### src/rtl/brg_hcc_out_req_arbiter.sv
// Shares one manycore endpoint request port among num_req_p requesters: arbitration, outstanding limits, response routing, drain.
// Define BRG_HCC_ARB_FIXED_PRIO_EN for fixed lowest-index priority; default build is round robin.
module brg_hcc_out_req_arbiter #(
  parameter int num_req_p      = 2,
  parameter int packet_width_p = 32,
  parameter int data_width_p   = 32,
  parameter int max_out_p      = 8,
  parameter int lg_req_lp      = $clog2(num_req_p)
) (
  input  logic                                clk_i,
  input  logic                                reset_i,
  input  logic [num_req_p-1:0]                req_v_i,
  input  logic [num_req_p*packet_width_p-1:0] req_packet_i,
  output logic [num_req_p-1:0]                req_yumi_o,
  output logic                                out_v_o,
  output logic [packet_width_p-1:0]           out_packet_o,
  input  logic                                out_ready_i,
  input  logic                                returned_v_i,
  input  logic [data_width_p-1:0]             returned_data_i,
  input  logic [4:0]                          returned_reg_id_i,
  input  logic [1:0]                          returned_pkt_type_i,
  output logic                                returned_yumi_o,
  output logic [num_req_p-1:0]                resp_v_o,
  output logic [data_width_p-1:0]             resp_data_o,
  output logic [4:0]                          resp_reg_id_o,
  output logic [1:0]                          resp_pkt_type_o,
  input  logic [num_req_p-1:0]                resp_yumi_i,
  input  logic                                quiesce_i,
  output logic                                quiesced_o
);

  localparam int CW = $clog2(max_out_p + 1);

  typedef enum logic [1:0] {ST_RUN, ST_DRAIN, ST_QUIESCED} state_e;

  state_e                      r_state, w_state_nxt;
  logic                        r_valid;
  logic [packet_width_p-1:0]   r_packet;
  logic [lg_req_lp-1:0]        r_owner;
  logic [CW-1:0]               r_cnt     [num_req_p];
  logic [CW-1:0]               w_cnt_nxt [num_req_p];
  logic                        w_cnt_zero_nxt;
  logic                        w_issue, w_free, w_found, w_valid_nxt;
  logic [num_req_p-1:0]        w_elig, w_inc, w_dec;
  logic [lg_req_lp-1:0]        w_idx, w_grant_id, w_resp_owner;
  logic [packet_width_p-1:0]   w_grant_pkt;
  logic                        w_unused;

  assign out_v_o      = r_valid & out_ready_i;
  assign out_packet_o = r_packet;
  assign w_issue      = out_v_o;
  assign w_free       = ~r_valid | w_issue;
  assign quiesced_o   = (r_state == ST_QUIESCED);

  // Response routing: owner taken from the top reg_id bits, payload passes straight through.
  assign w_resp_owner    = returned_reg_id_i[4 -: lg_req_lp];
  assign resp_data_o     = returned_data_i;
  assign resp_reg_id_o   = returned_reg_id_i;
  assign resp_pkt_type_o = returned_pkt_type_i;
  assign returned_yumi_o = |(resp_v_o & resp_yumi_i);
  assign w_unused        = ^returned_reg_id_i;

  always_comb begin
    resp_v_o = '0;
    for (int unsigned r = 0; r < num_req_p; r++)
      resp_v_o[r] = returned_v_i && (w_resp_owner == lg_req_lp'(r));
  end

  // A packet still sitting in the output register is counted against its owner's limit,
  // otherwise back-to-back grants could push the counter past max_out_p.
  always_comb begin
    w_elig = '0;
    for (int unsigned r = 0; r < num_req_p; r++)
      w_elig[r] = req_v_i[r] && w_free && (r_state == ST_RUN) &&
                  ((int'(r_cnt[r]) + int'(r_valid && (r_owner == lg_req_lp'(r)))) < max_out_p);
  end

`ifndef BRG_HCC_ARB_FIXED_PRIO_EN
  logic [lg_req_lp-1:0] r_last;

  always_ff @(posedge clk_i) begin
    if (reset_i)      r_last <= lg_req_lp'(num_req_p - 1);
    else if (w_found) r_last <= w_grant_id;
  end
`endif

  always_comb begin
    w_found    = 1'b0;
    w_grant_id = '0;
    w_idx      = '0;
    for (int unsigned i = 0; i < num_req_p; i++) begin
`ifdef BRG_HCC_ARB_FIXED_PRIO_EN
      w_idx = lg_req_lp'(i);
`else
      w_idx = r_last + lg_req_lp'(i + 1);
`endif
      if (!w_found && w_elig[w_idx]) begin
        w_found    = 1'b1;
        w_grant_id = w_idx;
      end
    end
  end

  assign req_yumi_o = w_found ? (num_req_p'(1) << w_grant_id) : '0;

  always_comb begin
    w_grant_pkt = '0;
    for (int unsigned r = 0; r < num_req_p; r++)
      if (w_grant_id == lg_req_lp'(r))
        w_grant_pkt = req_packet_i[r*packet_width_p +: packet_width_p];
  end

  always_ff @(posedge clk_i) begin
    if (reset_i) begin
      r_valid  <= 1'b0;
      r_packet <= '0;
      r_owner  <= '0;
    end else if (w_found) begin
      r_valid  <= 1'b1;
      r_packet <= w_grant_pkt;
      r_owner  <= w_grant_id;
    end else if (w_issue) begin
      r_valid  <= 1'b0;
    end
  end

  always_comb begin
    w_inc          = '0;
    w_dec          = '0;
    w_cnt_zero_nxt = 1'b1;
    for (int unsigned r = 0; r < num_req_p; r++) begin
      w_inc[r]     = w_issue && (r_owner == lg_req_lp'(r));
      w_dec[r]     = returned_yumi_o && (w_resp_owner == lg_req_lp'(r));
      w_cnt_nxt[r] = r_cnt[r];
      if (w_inc[r] && !w_dec[r])      w_cnt_nxt[r] = r_cnt[r] + CW'(1);
      else if (w_dec[r] && !w_inc[r]) w_cnt_nxt[r] = r_cnt[r] - CW'(1);
      if (w_cnt_nxt[r] != '0) w_cnt_zero_nxt = 1'b0;
    end
  end

  always_ff @(posedge clk_i) begin
    if (reset_i) begin
      for (int unsigned r = 0; r < num_req_p; r++) r_cnt[r] <= '0;
    end else begin
      r_cnt <= w_cnt_nxt;
    end
  end

  // Drain completes on next-cycle values so the register emptying and the last response count together.
  assign w_valid_nxt = w_found | (r_valid & ~w_issue);

  always_comb begin
    w_state_nxt = r_state;
    case (r_state)
      ST_RUN:      if (quiesce_i) w_state_nxt = ST_DRAIN;
      ST_DRAIN:    if (!quiesce_i) w_state_nxt = ST_RUN;
                   else if (!w_valid_nxt && w_cnt_zero_nxt) w_state_nxt = ST_QUIESCED;
      ST_QUIESCED: if (!quiesce_i) w_state_nxt = ST_RUN;
      default:     w_state_nxt = ST_RUN;
    endcase
  end

  always_ff @(posedge clk_i) begin
    if (reset_i) r_state <= ST_RUN;
    else         r_state <= w_state_nxt;
  end

`ifndef SYNTHESIS
  a_no_underflow: assert property (@(posedge clk_i) disable iff (reset_i)
    !(returned_yumi_o && (r_cnt[w_resp_owner] == '0)));
  a_no_resp_quiesced: assert property (@(posedge clk_i) disable iff (reset_i)
    !(returned_v_i && (r_state == ST_QUIESCED)));
`endif

endmodule

### config.mk
export PLATFORM = sky130hd
export DESIGN_NAME = brg_hcc_out_req_arbiter
export DESIGN_NICKNAME = d
export VERILOG_FILES = /design/src/rtl/brg_hcc_out_req_arbiter.sv
export SDC_FILE = /design/constraint.sdc
export NUM_CORES = 1
export LEC_CHECK = 0
export CORE_ASPECT_RATIO = 2
export CORE_MARGIN = 2
export CORE_UTILIZATION = 36
export DETAILED_ROUTE_END_ITERATION = 16
export PLACE_DENSITY = 0.78
export SYNTH_ARGS = -nofsm -noshare
export SYNTH_HDL_FRONTEND = slang
export SYNTH_SLANG_ARGS = --single-unit
### constraint.sdc
create_clock -name clk_i -period 2.3 [get_ports clk_i]
set_input_delay 0.575 -clock clk_i [delete_from_list [all_inputs] [get_ports clk_i]]
set_output_delay 0.575 -clock clk_i [all_outputs]
set_load 0.02 [all_outputs]
Word level (Yosys, flattened, before mapping)

Cells that the tools add are included.

Flip-flop bits (word level): 45
Input bits: 112
Output and inout bits: 78
Logic and storage cells: 88

$add $sub $neg: 7
$lt $le $gt $ge: 4
Equality and inequality tests: 5
Shifts and indexed selects: 1
Mux-type cells: 23
Bitwise operators: 9
Reduce and logical (&&, ||, !) cells: 32

Operators with widths:

| operator              | number |
|---|---|
| $mux W32              | 1 |
| $logic_and A1 B1 Y1   | 20 |
| $mux W4               | 4 |
| $mux W1               | 12 |
| $add A4 B1 Y5         | 2 |
| $lt A5 B4 Y1 const B  | 2 |
| $mux W2               | 5 |
| $add A4 B1 Y4 const B | 2 |
| $reduce_bool A4 Y1    | 2 |
| $sub A4 B1 Y4 const B | 2 |
| $logic_not A1 Y1      | 6 |
| $pmux W2 S3           | 1 |
| $lt A1 B2 Y1 const B  | 2 |
| $ne A2 B2 Y1 const B  | 2 |
| $not A1 Y1            | 4 |
| $ne A3 B3 Y1 const B  | 1 |
| $reduce_and A3 Y1     | 1 |
| $and A1 B1 Y1         | 2 |
| $and A2 B2 Y2         | 1 |
| $eq A2 B1 Y1 const B  | 1 |
| $eq A2 B2 Y1 const B  | 1 |
| $logic_not A2 Y1      | 1 |
| $or A1 B1 Y1          | 2 |
| $reduce_bool A2 Y1    | 1 |
| other kinds (3)       | 3 |

Longest topological paths before layout

Gate-level depths: netlist of the first run.

Word-level depth: 17
Depth in mapped cells: 8
Depth with buffers taken out: 8

Least setup slack after synthesis of the first run

OpenSTA, ideal clock, no wires.

Kind: in2out
From: input out_ready_i
To: output req_yumi_o[0]
Data arrival time: 1.885 ns
Required time: 1.725 ns
Setup slack: -0.160 ns
Stages: 7
Buffers on the path: 2
Path through: nand2b_1 -> nand4b_1 -> a22o_1 -> a21boi_2 -> buf_4 -> buf_4 -> nor2b_1

Longest elaborated chain between the ends: 13

RTL lines:

| element                                    | RTL line | source |
|---|---|---|
| start: declaration                         | 17       | `input logic out_ready_i,` |
| $and A1 B1 Y1 (*)                          | 49       | `assign out_v_o = r_valid & out_ready_i;` |
| $or A1 B1 Y1 (*)                           | 52       | `assign w_free = ~r_valid \| w_issue;` |
| $logic_and A1 B1 Y1 (3 in a row)           | 74       | `w_elig[r] = req_v_i[r] && w_free && (r_state == ST_RUN) &&` |
| $mux W1 (not written as such) (2 in a row) | 97       | `if (!w_found && w_elig[w_idx]) begin` |
| $mux W1                                    | 97       |  |
| $logic_not A1 Y1                           | 97       |  |
| $logic_and A1 B1 Y1                        | 97       |  |
| $mux W1                                    | 97       |  |
| $shl A1 B1 Y2                              | 104      | `assign req_yumi_o = w_found ? (num_req_p'(1) << w_grant_id) : '0;` |
| $mux W2 (*)                                | 104      |  |
| end: declaration                           | 14       | `output logic [num_req_p-1:0] req_yumi_o,` |

Mark *: on every way between the ends. The rest lies on a longest branch, timed or not. The select of a mux whose other input is x is not followed.

Worst setup path after layout of the first run

From: input req_v_i[1]
To: output req_yumi_o[0]

Longest elaborated chain between the ends: 11

RTL lines:

| element                                    | RTL line | source |
|---|---|---|
| start: declaration                         | 12       | `input logic [num_req_p-1:0] req_v_i,` |
| $logic_and A1 B1 Y1 (*) (3 in a row)       | 74       |  |
| $mux W1 (not written as such) (2 in a row) | 97       |  |
| $mux W1                                    | 97       |  |
| $logic_not A1 Y1                           | 97       |  |
| $logic_and A1 B1 Y1                        | 97       |  |
| $mux W1                                    | 97       |  |
| $shl A1 B1 Y2                              | 104      |  |
| $mux W2 (*)                                | 104      |  |

Marked as above.

==> results of run 1 <==
layer usage:
| metal | part of all wire (%) | track usage [%] |
|---|---|---|
| met1 | 33 | 17.0 |
| met2 | 57 | 34.9 |
| met5 | 0 | 0 |
| met3 | 5.2 | 3.37 |
| met4 | 4.2 | 10.3 |
cells in the final DEF, fill, tap and decap left out, types with 2 or more instances in the layout:
master / Yosys / routed
sky130_fd_sc_hd__a211oi_1: 16 / 16
sky130_fd_sc_hd__a211oi_2: 16 / 16
sky130_fd_sc_hd__a21oi_1: 5 / 5
sky130_fd_sc_hd__a22oi_1: 2 / 2
sky130_fd_sc_hd__and3_4: 1 / 2
sky130_fd_sc_hd__and3b_1: 5 / 5
sky130_fd_sc_hd__buf_4: 42 / 32
sky130_fd_sc_hd__buf_6: 4 / 3
sky130_fd_sc_hd__clkbuf_1: 5 / 3
sky130_fd_sc_hd__clkbuf_16: 0 / 5
sky130_fd_sc_hd__clkdlybuf4s50_1: 0 / 103
sky130_fd_sc_hd__dfxtp_1: 45 / 44
sky130_fd_sc_hd__dlygate4sd2_1: 0 / 6
sky130_fd_sc_hd__ha_1: 4 / 4
sky130_fd_sc_hd__inv_1: 7 / 7
sky130_fd_sc_hd__mux2i_1: 32 / 32
sky130_fd_sc_hd__nand2_1: 10 / 10
sky130_fd_sc_hd__nand3_1: 7 / 6
sky130_fd_sc_hd__nand3b_1: 3 / 3
sky130_fd_sc_hd__nand4b_1: 3 / 3
sky130_fd_sc_hd__nor2_1: 43 / 41
sky130_fd_sc_hd__nor2_2: 1 / 2
sky130_fd_sc_hd__nor2b_1: 6 / 5
sky130_fd_sc_hd__nor3_1: 3 / 3
sky130_fd_sc_hd__o21ai_0: 4 / 4
sky130_fd_sc_hd__or3_1: 4 / 4
sky130_fd_sc_hd__or4_1: 2 / 2
sky130_fd_sc_hd__xor2_1: 2 / 2
sequential cells by signal (all words and copies together), names as in the netlist:
signal / cells
out_packet_o: 32
r_cnt: 8
r_state: 2
r_last: 1
r_owner: 1
r_valid: 1
logic make-up after synthesis:
family / share of synthesized area [%]
and+or+nand+nor: 18.2
buffers and inverters: 15.8
AOI/OAI and AO/OA: 18.2
DFF: 33.1
muxes: 11.8
adders and majority gates: 1.84
xor gates and xnor gates: 0.967
final cells by class:
class	instances	area [sq um]	share of cell area [%]
Clock buffer	8	136	3.38
Inverter	7	26.3	0.652
Multi-Input combinational cell	189	1470	36.4
Sequential cell	45	902	22.4
Tap cell	92	115	2.86
Timing Repair Buffer	146	1380	34.3
worst min-delay path, stage by stage, from the launching register on:
cell                       delay [ns]
sky130_fd_sc_hd__dfxtp_1         0.30
sky130_fd_sc_hd__nor2_1          0.09
sky130_fd_sc_hd__a211oi_1        0.05
Yosys cell counts (6+ instances only):
library cell and number:
sky130_fd_sc_hd__nor2b_1 6, sky130_fd_sc_hd__nand2_1 10, sky130_fd_sc_hd__inv_1 7, sky130_fd_sc_hd__mux2i_1 32
sky130_fd_sc_hd__dfxtp_1 45, sky130_fd_sc_hd__a211oi_1 16, sky130_fd_sc_hd__nand3_1 7, sky130_fd_sc_hd__buf_4 42
sky130_fd_sc_hd__nor2_1 43, sky130_fd_sc_hd__a211oi_2 16
path summary, 6_finish.rpt:
kind / from / endpoint / slack, ns / cells after the start
setup / recovery: req_v_i[1] / req_yumi_o[0] / 0.05 / 6
hold / removal: out_packet_o[23] / out_packet_o[23] / 0.50 / 2
setup reg to reg: r_cnt[0] / r_state[1] / 0.13 / 7
hold reg to reg: out_packet_o[23] / out_packet_o[23] / 0.50 / 2
metrics by stage:
stage	setup TNS, ns	area, sq um	total power, mW	hold WS, ns
final	0	4030	2.68	0.495
after global routing	-0.0339	4030	2.84	0.515
after CTS	0	3980	2.71	0.499
after detailed placement	-22.56	3810	2.00	0.494
after global placement	-20.64	3810	1.97	0.487
after floorplan	0	2730	1.64	0.502
power groups by stage:
stage | logic, mW | registers (mW) | clock network, mW
after detailed placement | 1.04 | 0.961 | 0
final | 1.06 | 0.949 | 0.672
after global routing | 1.15 | 0.963 | 0.726
after global placement | 1.01 | 0.957 | 0
after CTS | 1.06 | 0.947 | 0.704
after floorplan | 0.574 | 1.07 | 0
timing repair:
action	in CTS	in global routing
endpoints found under the hold margin	0	0
pin swaps	3	7
buffers inserted	1	2
resized for setup	29	8
setup endpoints to repair	44	37
==> results by group, run 1 <==
Outcome
  – Status: finished clean

Power and ir drop
  – Switching power summed over all nets: ~0.85 mW
  – Leakage power total: around 1.6 nW
  – Relative contribution of sequential cells to total power: between 30% and 40%
  – Pint: ~1.8 mW
  – Largest voltage drop on the vdd net: roughly 0.55 mV
  – Fraction of power consumed by combinational cells: 39.5%
  – Switching part of the total: 31.5%
  – Power per cell area: roughly 660 mW/mm^2
  – Part of the total power dissipated in the clock network: between 20% and 30%

Logic synthesis
  – Average size of a mapped cell: between 9 and 10 sq um
  – Post-synthesis cell count: 297
  – Total of warnings raised by yosys: 0
  – EDFF count, synth: 0
  – Syn nets: approximately 410
  – Count of cell types in the netlist: 45
  – Proportion of synthesized chip area in sequential cells: 33.1%
  – Flip-flop and latch count after synthesis: 45
  – Fraction of synthesized cell area taken by the top area cell type: between 30 and 40%
  – Yosys top cell by area: sky130_fd_sc_hd__dfxtp_1
  – Largest cells by area after synthesis: sky130_fd_sc_hd__dfxtp_1 33%, sky130_fd_sc_hd__mux2i_1 12%, sky130_fd_sc_hd__buf_4 12%
  – Netlist area before placement: approximately 0.0027 sq mm
  – Main flop type after synthesis: sky130_fd_sc_hd__dfxtp_1
  – Share of synthesized flip-flops with an asynchronous set or reset: 0%

Floorplanning
  – Chip Height: 127 microns
  – Die outline width: ~65 microns
  – Die Outline Area: between 0.008 and 0.009 sq mm
  – Starting density of the core: approximately 37%
  – Core Box Area: roughly 0.0073 sq mm
  – Number of core rows: 44
  – I/O pin count: 190

STA
  – Crit path time final: 2.25 ns
  – Actual slew at the worst max-slew pin: around 0.50 ns
  – Setup repair after global routing missed its margin: yes
  – Max-slew headroom: 66.7%
  – Final count of hold timing violations: 0
  – Final Setup Violations: 0
  – Fin crit share: a little over nine tenths
  – Post-route setup slack: 0.0468 ns
  – Fin Clk Skew: slightly above 0.004 ns
  – Pins Over Slew Limit: 0
  – Fmax: between 400 and 500 MHz

Routing
  – Vias: around 2.5k
  – Via-to-Cell Ratio: between 5 and 6
  – Count of TritonRoute iterations in the first routing pass: 4
  – Detailed-route wire length per cell: roughly 15 microns
  – Number of routed nets with antenna violations: 0
  – DRT Wirelength: approximately 7200 microns
  – Remaining DRCs: 0
  – Violation count after the first detailed-route iteration: a little under 90

Cells and area
  – Total inserted antenna cells: 0
  – FILL cells: about 700
  – Non-filler cells, final: between 400 and 500
  – Ratio of cells with drive above 1 in the final layout: a little under a fifth
  – Util after Layout: 55.5%
  – Number of nets in the finished design: between 500 and 600
  – Post-synthesis to final-layout area growth: 48.3%

Placement
  – Routability congestion estimate: roughly 0.78
  – Worst-case setup slack after placement: -0.865 ns
  – DP HPWL: between 5000 and 6000 microns
  – Number of placed instances, taps included: between 400 and 500
  – Number of buffers added on ports: 113

Worst setup path
  – Library cell contributing the largest single delay on the critical path: sky130_fd_sc_hd__a22o_1
  – WP data arrival: around 1.7 ns
  – List of cells traversed by the critical path: dlygate4sd2_1 > nand4b_1 > a22o_1 > a21boi_4 > nor2b_4 > buf_6
  – Number of buffers and inverters on the critical path: 2
  – Critical path fanouts, max: 3
  – CP Capture Type: output pin
  – Kind of start point of the critical path: input port
  – Setup CP Type: in -> out
  – Endpoint required time on the critical path: about 1.7 ns
  – Cell class contributing the biggest share of worst-path delay: compound AO/OA/AOI/OAI gates
  – Biggest cell delay along the critical path: 0.29 ns

Job
  – Number of max-capacitance violations reported: 0

CTS
  – Clock tree sinks: 45
  – Number of buffers on the longest clock path: 2
  – H-tree levels: 2
  – Clock transition at the register clock pins on the worst setup and hold paths after CTS: 0.06 ns
  – Clock tree from TritonCTS: done
  – Number of buffers created by CTS: 5
  – Root buffer cell: sky130_fd_sc_hd__clkbuf_16
  – Hold Buf Count CTS: 0
  – Worst-skew pair later-pin latency: 0.28 ns

Worst hold path
  – Worst hold path type: reg -> reg

GRT
  – Via count of the first global-routing pass: 2517
  – Wire length of the first global-routing pass: approximately 12000 microns
  – Overall global routing resource usage: 18.2%
  – Grt ovf: 0
  – Pin count of the biggest net entering global routing: 66
  – Number of antenna violations at the first check in global routing: 0
No activity file was read; power rests on OpenSTA's default activity.
==> run 2, diff against run 1 <==
PLACE_DENSITY = not set   (was 0.78)
PLACE_DENSITY_LB_ADDON = 0.05   (was not set)
==> run 2 against run 1 <==
Hold slack better by 0.0036 ns. Utilization is 0.069 points higher. Non-clock buffer count is 1 lower. Clock-buffer cell count is 1 lower. Sequential share of layout area is 0.059 points lower. Via count is 3.4% lower. Register-to-register slack hardly changed. Setup slack better by 0.0058 ns. Highest routed layer unchanged.
==> results by group, run 2 (synthesis gave the netlist of run 1 again) <==
Power and ir drop
  – Leakage power total: 1.60 nW (+0.51%)
  – Part of the total power dissipated in the clock network: 27.4% (+2.3 points)
  – Power per cell area: 678 mW/mm^2 (+2.0%)
  – Largest voltage drop on the vdd net: 0.488 mV (-11%)
  – Fraction of power consumed by combinational cells: 38.0% (-1.5 points)
  – Pint: 1.88 mW (+2.7%)
  – Relative contribution of sequential cells to total power: 34.7% (-0.7 points)
  – Switching part of the total: 31.1% (-0.42 points)
  – Switching power summed over all nets: 0.851 mW (+0.72%)

Cells and area
  – FILL cells: 706 (unchanged)
  – Post-synthesis to final-layout area growth: 48.5%
  – Number of nets in the finished design: 509 (-0.20%)
  – Max reg flops: 32 (unchanged)
  – Most frequent cells in the layout: 102 x sky130_fd_sc_hd__clkdlybuf4s50_1, 45 x sky130_fd_sc_hd__dfxtp_1, 42 x sky130_fd_sc_hd__nor2_1
  – Total inserted antenna cells: 0 (unchanged)
  – Most common cell after layout, fill and taps aside: sky130_fd_sc_hd__clkdlybuf4s50_1
  – Ratio of cells with drive above 1 in the final layout: 18.8% (-0.21 points)

STA
  – Final Setup Violations: 0 (unchanged)
  – Actual slew at the worst max-slew pin: 0.506 ns (+0.00609 ns)
  – Worst Hold Margin: 0.499 ns (+0.00360 ns)
  – Max-slew headroom: 66.3% (-0.41 points)
  – Crit path time final: 2.25 ns (-0.00580 ns)
  – Fmax: 445 MHz (+0.26%)
  – Post-route setup slack: 0.0526 ns (+0.00580 ns)
  – Final count of hold timing violations: 0 (unchanged)
  – Fin Clk Skew: 0.00424 ns (+0.000106 ns)
  – Fin crit share: 97.7% (-0.25 points)
  – Pins Over Slew Limit: 0 (unchanged)

Worst hold path
  – Cell depth of the worst min-delay path: 2 (unchanged)
  – Worst hold path type: reg -> reg

CTS
  – Clock tree sinks: 45 (unchanged)
  – Worst-skew pair later-pin latency: 0.28 ns (about the same)
  – H-tree levels: 2 (unchanged)
  – Clock transition at the register clock pins on the worst setup and hold paths after CTS: 0.06 ns (about the same)
  – Number of buffers created by CTS: 5 (unchanged)
  – Hold Buf Count CTS: 0 (unchanged)
  – Root buffer cell: sky130_fd_sc_hd__clkbuf_16
  – Clock tree from TritonCTS: done
  – Number of buffers on the longest clock path: 2 (unchanged)

GRT
  – Via count of the first global-routing pass: 2483 (-1.4%)
  – Wire length of the first global-routing pass: 11200 microns (-5.0%)
  – Overall global routing resource usage: 17.1% (-1.1 points)
  – Grt ovf: 0 (unchanged)
  – Pin count of the biggest net entering global routing: 66 (unchanged)
  – Number of antenna violations at the first check in global routing: 0 (unchanged)

Routing
  – Via-to-Cell Ratio: 4.93 (-3.2%)
  – Detailed-route wire length per cell: 14.2 microns (-4.6%)
  – Count of TritonRoute iterations in the first routing pass: 4 (unchanged)
  – Number of routed nets with antenna violations: 0 (unchanged)
  – DRT Wirelength: 6890 microns (-4.8%)
  – Vias: 2394 (-3.4%)
  – Violation count after the first detailed-route iteration: 56 (-36%)
  – Remaining DRCs: 0 (unchanged)

Job
  – Number of max-capacitance violations reported: 0 (unchanged)

Floorplanning
  – Number of core rows: 44 (unchanged)
  – Starting density of the core: 37.4% (unchanged)
  – Die outline width: 65.4 microns (unchanged)
  – Die Outline Area: 0.00830 sq mm (unchanged)
  – Core Box Area: 0.00727 sq mm (unchanged)
  – Chip Height: 127 microns (unchanged)
  – I/O pin count: 190 (unchanged)

Worst setup path
  – WP data arrival: 1.67 ns (about the same)
  – R2R depth: 7 (unchanged)
  – CP Capture Type: output pin
  – Setup CP Type: in -> out
  – Critical path fanouts, max: 3 (unchanged)
  – Endpoint required time on the critical path: 1.73 ns (about the same)
  – Kind of start point of the critical path: input port

Placement
  – Routability congestion estimate: 0.748 (-3.6%)
  – DP HPWL: 5360 microns (-5.7%)
  – Number of buffers added on ports: 113 (unchanged)
  – Worst-case setup slack after placement: -0.828 ns (+0.0364 ns)

Outcome
  – Status: finished clean
## run 2: final timing paths
| path | endpoint | slack [ns] | from |
|---|---|---|---|
| worst min register to register | out_packet_o[13] | 0.50 | out_packet_o[13] |
| worst max-delay path | req_yumi_o[0] | 0.05 | out_ready_i |
| worst max register to register | r_state[1] | 0.14 | r_cnt[0] |
| worst min-delay path | out_packet_o[13] | 0.50 | out_packet_o[13] |
## run 2: cell type report
| type | instances | area [sq um] | share of cell area (%) |
|---|---|---|---|
| Tap cell | 92 | 115 | 2.85 |
| Clock inverter | 1 | 5.00 | 0.124 |
| Clock buffer | 7 | 153 | 3.78 |
| Inverter | 7 | 26.3 | 0.651 |
| Timing Repair Buffer | 145 | 1380 | 34.1 |
| Multi-Input combinational cell | 189 | 1460 | 36.1 |
| Sequential cell | 45 | 901 | 22.3 |
## run 2: repair_timing
| action | in CTS | in global routing |
|---|---|---|
| pin swaps | 4 | 3 |
| setup endpoints to repair | 44 | 4 |
| setup buffers | 1 | 0 |
| resized for setup | 34 | 2 |
## run 2: per-stage QoR
stage	total power, mW	utilization (%)	TNS [ns]	std cells	instance area [sq um]
detailed placement	2.00	52.7	-25.76	477	3830
CTS	2.78	55.4	0	486	4030
global route	2.88	55.5	-0.00629	486	4040
finish	2.74	55.5	0	486	4040
floorplan	1.64	-	0	297	2730
global placement	1.98	52.7	-25.43	477	3830
## run 2: power by group through the flow
stage | clock, mW | sequential (mW) | combinational [mW]
after floorplan | 0 | 1.07 | 0.574
after global placement | 0 | 0.960 | 1.02
after detailed placement | 0 | 0.964 | 1.03
after CTS | 0.779 | 0.950 | 1.05
after global routing | 0.800 | 0.961 | 1.12
final | 0.749 | 0.948 | 1.04
## run 2: layer usage
layer  wire [microns]  vias to the layer above  part of all wire (%)  track usage, %
li1                 -                     1213                     -               -
met5                0                        -                     0               0
met2             3990                       73                    58            33.7
met3              432                       13                   6.3            4.88
met1             2350                     1095                    34            15.5
met4              113                        0                   1.6            6.62
## run 2: critical path: stages
cell and delay [ns]:
sky130_fd_sc_hd__buf_2 0.09, sky130_fd_sc_hd__nand2b_4 0.13, sky130_fd_sc_hd__nand4b_1 0.18, sky130_fd_sc_hd__a22o_1 0.28
sky130_fd_sc_hd__a21boi_4 0.14, sky130_fd_sc_hd__nor2b_4 0.16, sky130_fd_sc_hd__buf_6 0.12
==> run 3, diff against run 2 <==
CORE_MARGIN = not set   (was 2)
TNS_END_PERCENT = 30   (was not set)
==> run 3 against run 2 <==
First-iteration DRC count grew 46%. Sequential power is essentially flat. Via count grew 3.6%. Register-to-register slack gained 0.04 ns. Clock skew shrank 0.0022 ns. Global-route usage grew 1.9 points. Clock-buffer cell count shrank 2. Cell area grew 4.4%. Combinational power grew 6%. Flip-flop and latch count is the same. Critical path depth grew 1.
==> results by group, run 3 (synthesis gave the netlist of run 1 again) <==
Outcome
  – Status: finished clean

Power and ir drop
  – Leakage power total: 1.71 nW (+6.5%)
  – Fraction of power consumed by combinational cells: 37.1% (-0.9 points)
  – Power per cell area: 705 mW/mm^2 (+4.0%)
  – Switching power summed over all nets: 0.886 mW (+4.1%)
  – Overall power: 2.97 mW (+8.6%)
  – Part of the total power dissipated in the clock network: 31.0% (+3.6 points)
  – Switching part of the total: 29.8% (-1.3 points)
  – Pint: 2.08 mW (+11%)
  – Largest voltage drop on the vdd net: 0.446 mV (-8.7%)
  – Relative contribution of sequential cells to total power: 31.9% (-2.8 points)

Worst setup path
  – CP Capture Type: output pin
  – Most frequent cell on the critical path: sky130_fd_sc_hd__buf_6
  – Critical path fanouts, max: 4 (+1)
  – Endpoint required time on the critical path: 1.73 ns (about the same)
  – Library cell contributing the largest single delay on the critical path: sky130_fd_sc_hd__a22o_1
  – WP data arrival: 1.71 ns (+0.04 ns)
  – List of cells traversed by the critical path: buf_6 > nand2b_4 > buf_12 > nand4b_4 > a22o_1 > a21boi_4 > nor2b_4 > buf_6
  – Setup CP Type: in -> out
  – Biggest cell delay along the critical path: 0.25 ns (-0.03 ns)
  – Kind of start point of the critical path: input port

Cells and area
  – Total inserted antenna cells: 0 (unchanged)
  – Max reg flops: 32 (unchanged)
  – Most common cell after layout, fill and taps aside: sky130_fd_sc_hd__clkdlybuf4s50_1
  – Number of nets in the finished design: 521 (+2.4%)
  – Most frequent cells in the layout: 101 x sky130_fd_sc_hd__clkdlybuf4s50_1, 45 x sky130_fd_sc_hd__dfxtp_1, 42 x sky130_fd_sc_hd__nor2_1
  – Post-synthesis to final-layout area growth: 55.0%
  – Ratio of cells with drive above 1 in the final layout: 22.4% (+3.6 points)
  – Finished Cell Area: 0.00421 sq mm (+4.4%)

CTS
  – Clock transition at the register clock pins on the worst setup and hold paths after CTS: 0.06 ns (about the same)
  – Worst-skew pair later-pin latency: 0.29 ns (about the same)
  – Clock tree from TritonCTS: done
  – H-tree levels: 2 (unchanged)
  – Number of buffers on the longest clock path: 2 (unchanged)
  – Hold Buf Count CTS: 0 (unchanged)
  – Number of buffers created by CTS: 5 (unchanged)
  – Root buffer cell: sky130_fd_sc_hd__clkbuf_16
  – Clock tree sinks: 45 (unchanged)

Routing
  – Detailed-route wire length per cell: 14.4 microns (+2.0%)
  – Via-to-Cell Ratio: 4.98 (+1.1%)
  – Violation count after the first detailed-route iteration: 82 (+46%)
  – DRT Wirelength: 7200 microns (+4.5%)
  – Remaining DRCs: 0 (unchanged)
  – Count of TritonRoute iterations in the first routing pass: 4 (unchanged)
  – Vias: 2479 (+3.6%)
  – Number of routed nets with antenna violations: 0 (unchanged)

GRT
  – Number of antenna violations at the first check in global routing: 0 (unchanged)
  – Via count of the first global-routing pass: 2557 (+3.0%)
  – Wire length of the first global-routing pass: 11700 microns (+4.9%)
  – Grt ovf: 0 (unchanged)
  – Overall global routing resource usage: 19.0% (+1.9 points)
  – Pin count of the biggest net entering global routing: 66 (unchanged)

Floorplanning
  – Die Outline Area: 0.00792 sq mm (-4.6%)
  – Starting density of the core: 37.4% (unchanged)
  – Number of core rows: 44 (unchanged)
  – I/O pin count: 190 (unchanged)
  – Die outline width: 63.4 microns (-3.1%)
  – Chip Height: 125 microns (-1.6%)
  – Core Box Area: 0.00727 sq mm (unchanged)

Worst hold path
  – Worst hold path type: reg -> reg

STA
  – Setup repair after global routing missed its margin: yes
  – Actual slew at the worst max-slew pin: 0.374 ns (-0.132 ns)
  – Fmax: 438 MHz (-1.5%)
  – Fin Clk Skew: 0.00208 ns (-0.00216 ns)
  – Crit path time final: 2.28 ns (+0.0341 ns)
  – Max-slew headroom: 75.1% (+8.8 points)
  – Final Setup Violations: 0 (unchanged)
  – Final count of hold timing violations: 0 (unchanged)
  – Pins Over Slew Limit: 0 (unchanged)
  – Fin crit share: 99.2% (+1.5 points)
  – Post-route setup slack: 0.0185 ns (-0.0341 ns)

Placement
  – Number of buffers added on ports: 113 (unchanged)
  – Worst-case setup slack after placement: -0.903 ns (-0.0753 ns)
  – Post-Place Cell Area: 0.00384 sq mm (+0.46%)
  – Routability congestion estimate: 0.800 (+6.9%)
  – DP HPWL: 5480 microns (+2.2%)

Job
  – Number of max-capacitance violations reported: 0 (unchanged)
-- run 3: cell types whose count changed in the layout (fill, tap and decap cells not counted), sizes merged --
cell           delta
dlygate4sd2       -1
dlymetal6s2s      +2
clkbuf            -1
bufinv            +2
clkdlybuf4s15     -1
clkdlybuf4s50     -1
buf              +12
-- run 3: path summary, 6_finish.rpt --
kind,startpoint,endpoint,slack [ns],cells past startpoint
max,out_ready_i,req_yumi_o[0],0.02,8
min,out_packet_o[13],out_packet_o[13],0.50,2
min reg2reg,out_packet_o[13],out_packet_o[13],0.50,2
max reg2reg,r_state[1],r_valid,0.18,10
-- run 3: cell type report --
class | instances | area (sq um)
Clock buffer | 5 | 125
Clock inverter | 3 | 65.1
Fill cell | 718 | 3060
Inverter | 7 | 26.3
Multi-Input combinational cell | 189 | 1480
Sequential cell | 45 | 901
Tap cell | 92 | 115
Timing Repair Buffer | 157 | 1500
-- run 3: through the flow --
stage,instances,hold slack (ns),setup TNS (ns),util (%)
after global routing,498,0.529,-0.0965,58.0
after global placement,481,0.488,-26.96,52.9
final,498,0.495,0,58.0
after detailed placement,481,0.490,-28.50,52.9
after floorplan,297,0.502,0,-
after CTS,496,0.499,-0.0988,57.0
-- run 3: power by group through the flow --
| stage | clock network [mW] | registers (mW) | logic (mW) |
|---|---|---|---|
| 2_1_floorplan | 0 | 1.07 | 0.574 |
| 3_3_place_gp | 0 | 0.958 | 1.03 |
| 3_5_place_dp | 0 | 0.960 | 1.04 |
| 4_1_cts | 0.945 | 0.946 | 1.08 |
| 5_1_grt | 0.976 | 0.960 | 1.19 |
| 6_report | 0.922 | 0.946 | 1.10 |
-- run 3: metal layers --
metal / wire length (microns) / up-vias / global-route usage (%)
met5: 0 / - / 0
met3: 517 / 22 / 6.14
li1: - / 1233 / -
met1: 2350 / 1118 / 16.7
met2: 4050 / 106 / 35.7
met4: 280 / 0 / 11.2
-- run 3: worst max-delay path: cells and delay by family --
family | cells | cell delay, ns
AO/OA/AOI/OAI | 2 | 0.39
buffers and inverters | 3 | 0.29
AND/OR/NAND/NOR | 3 | 0.44
-- run 3: what timing repair did --
| item | CTS | global route |
|---|---|---|
| resized for setup | 34 | 16 |
| pin swaps | 3 | 6 |
| hold endpoints to repair | 0 | 0 |
| buffers inserted | 7 | 2 |
| endpoints found under the setup margin | 44 | 15 |
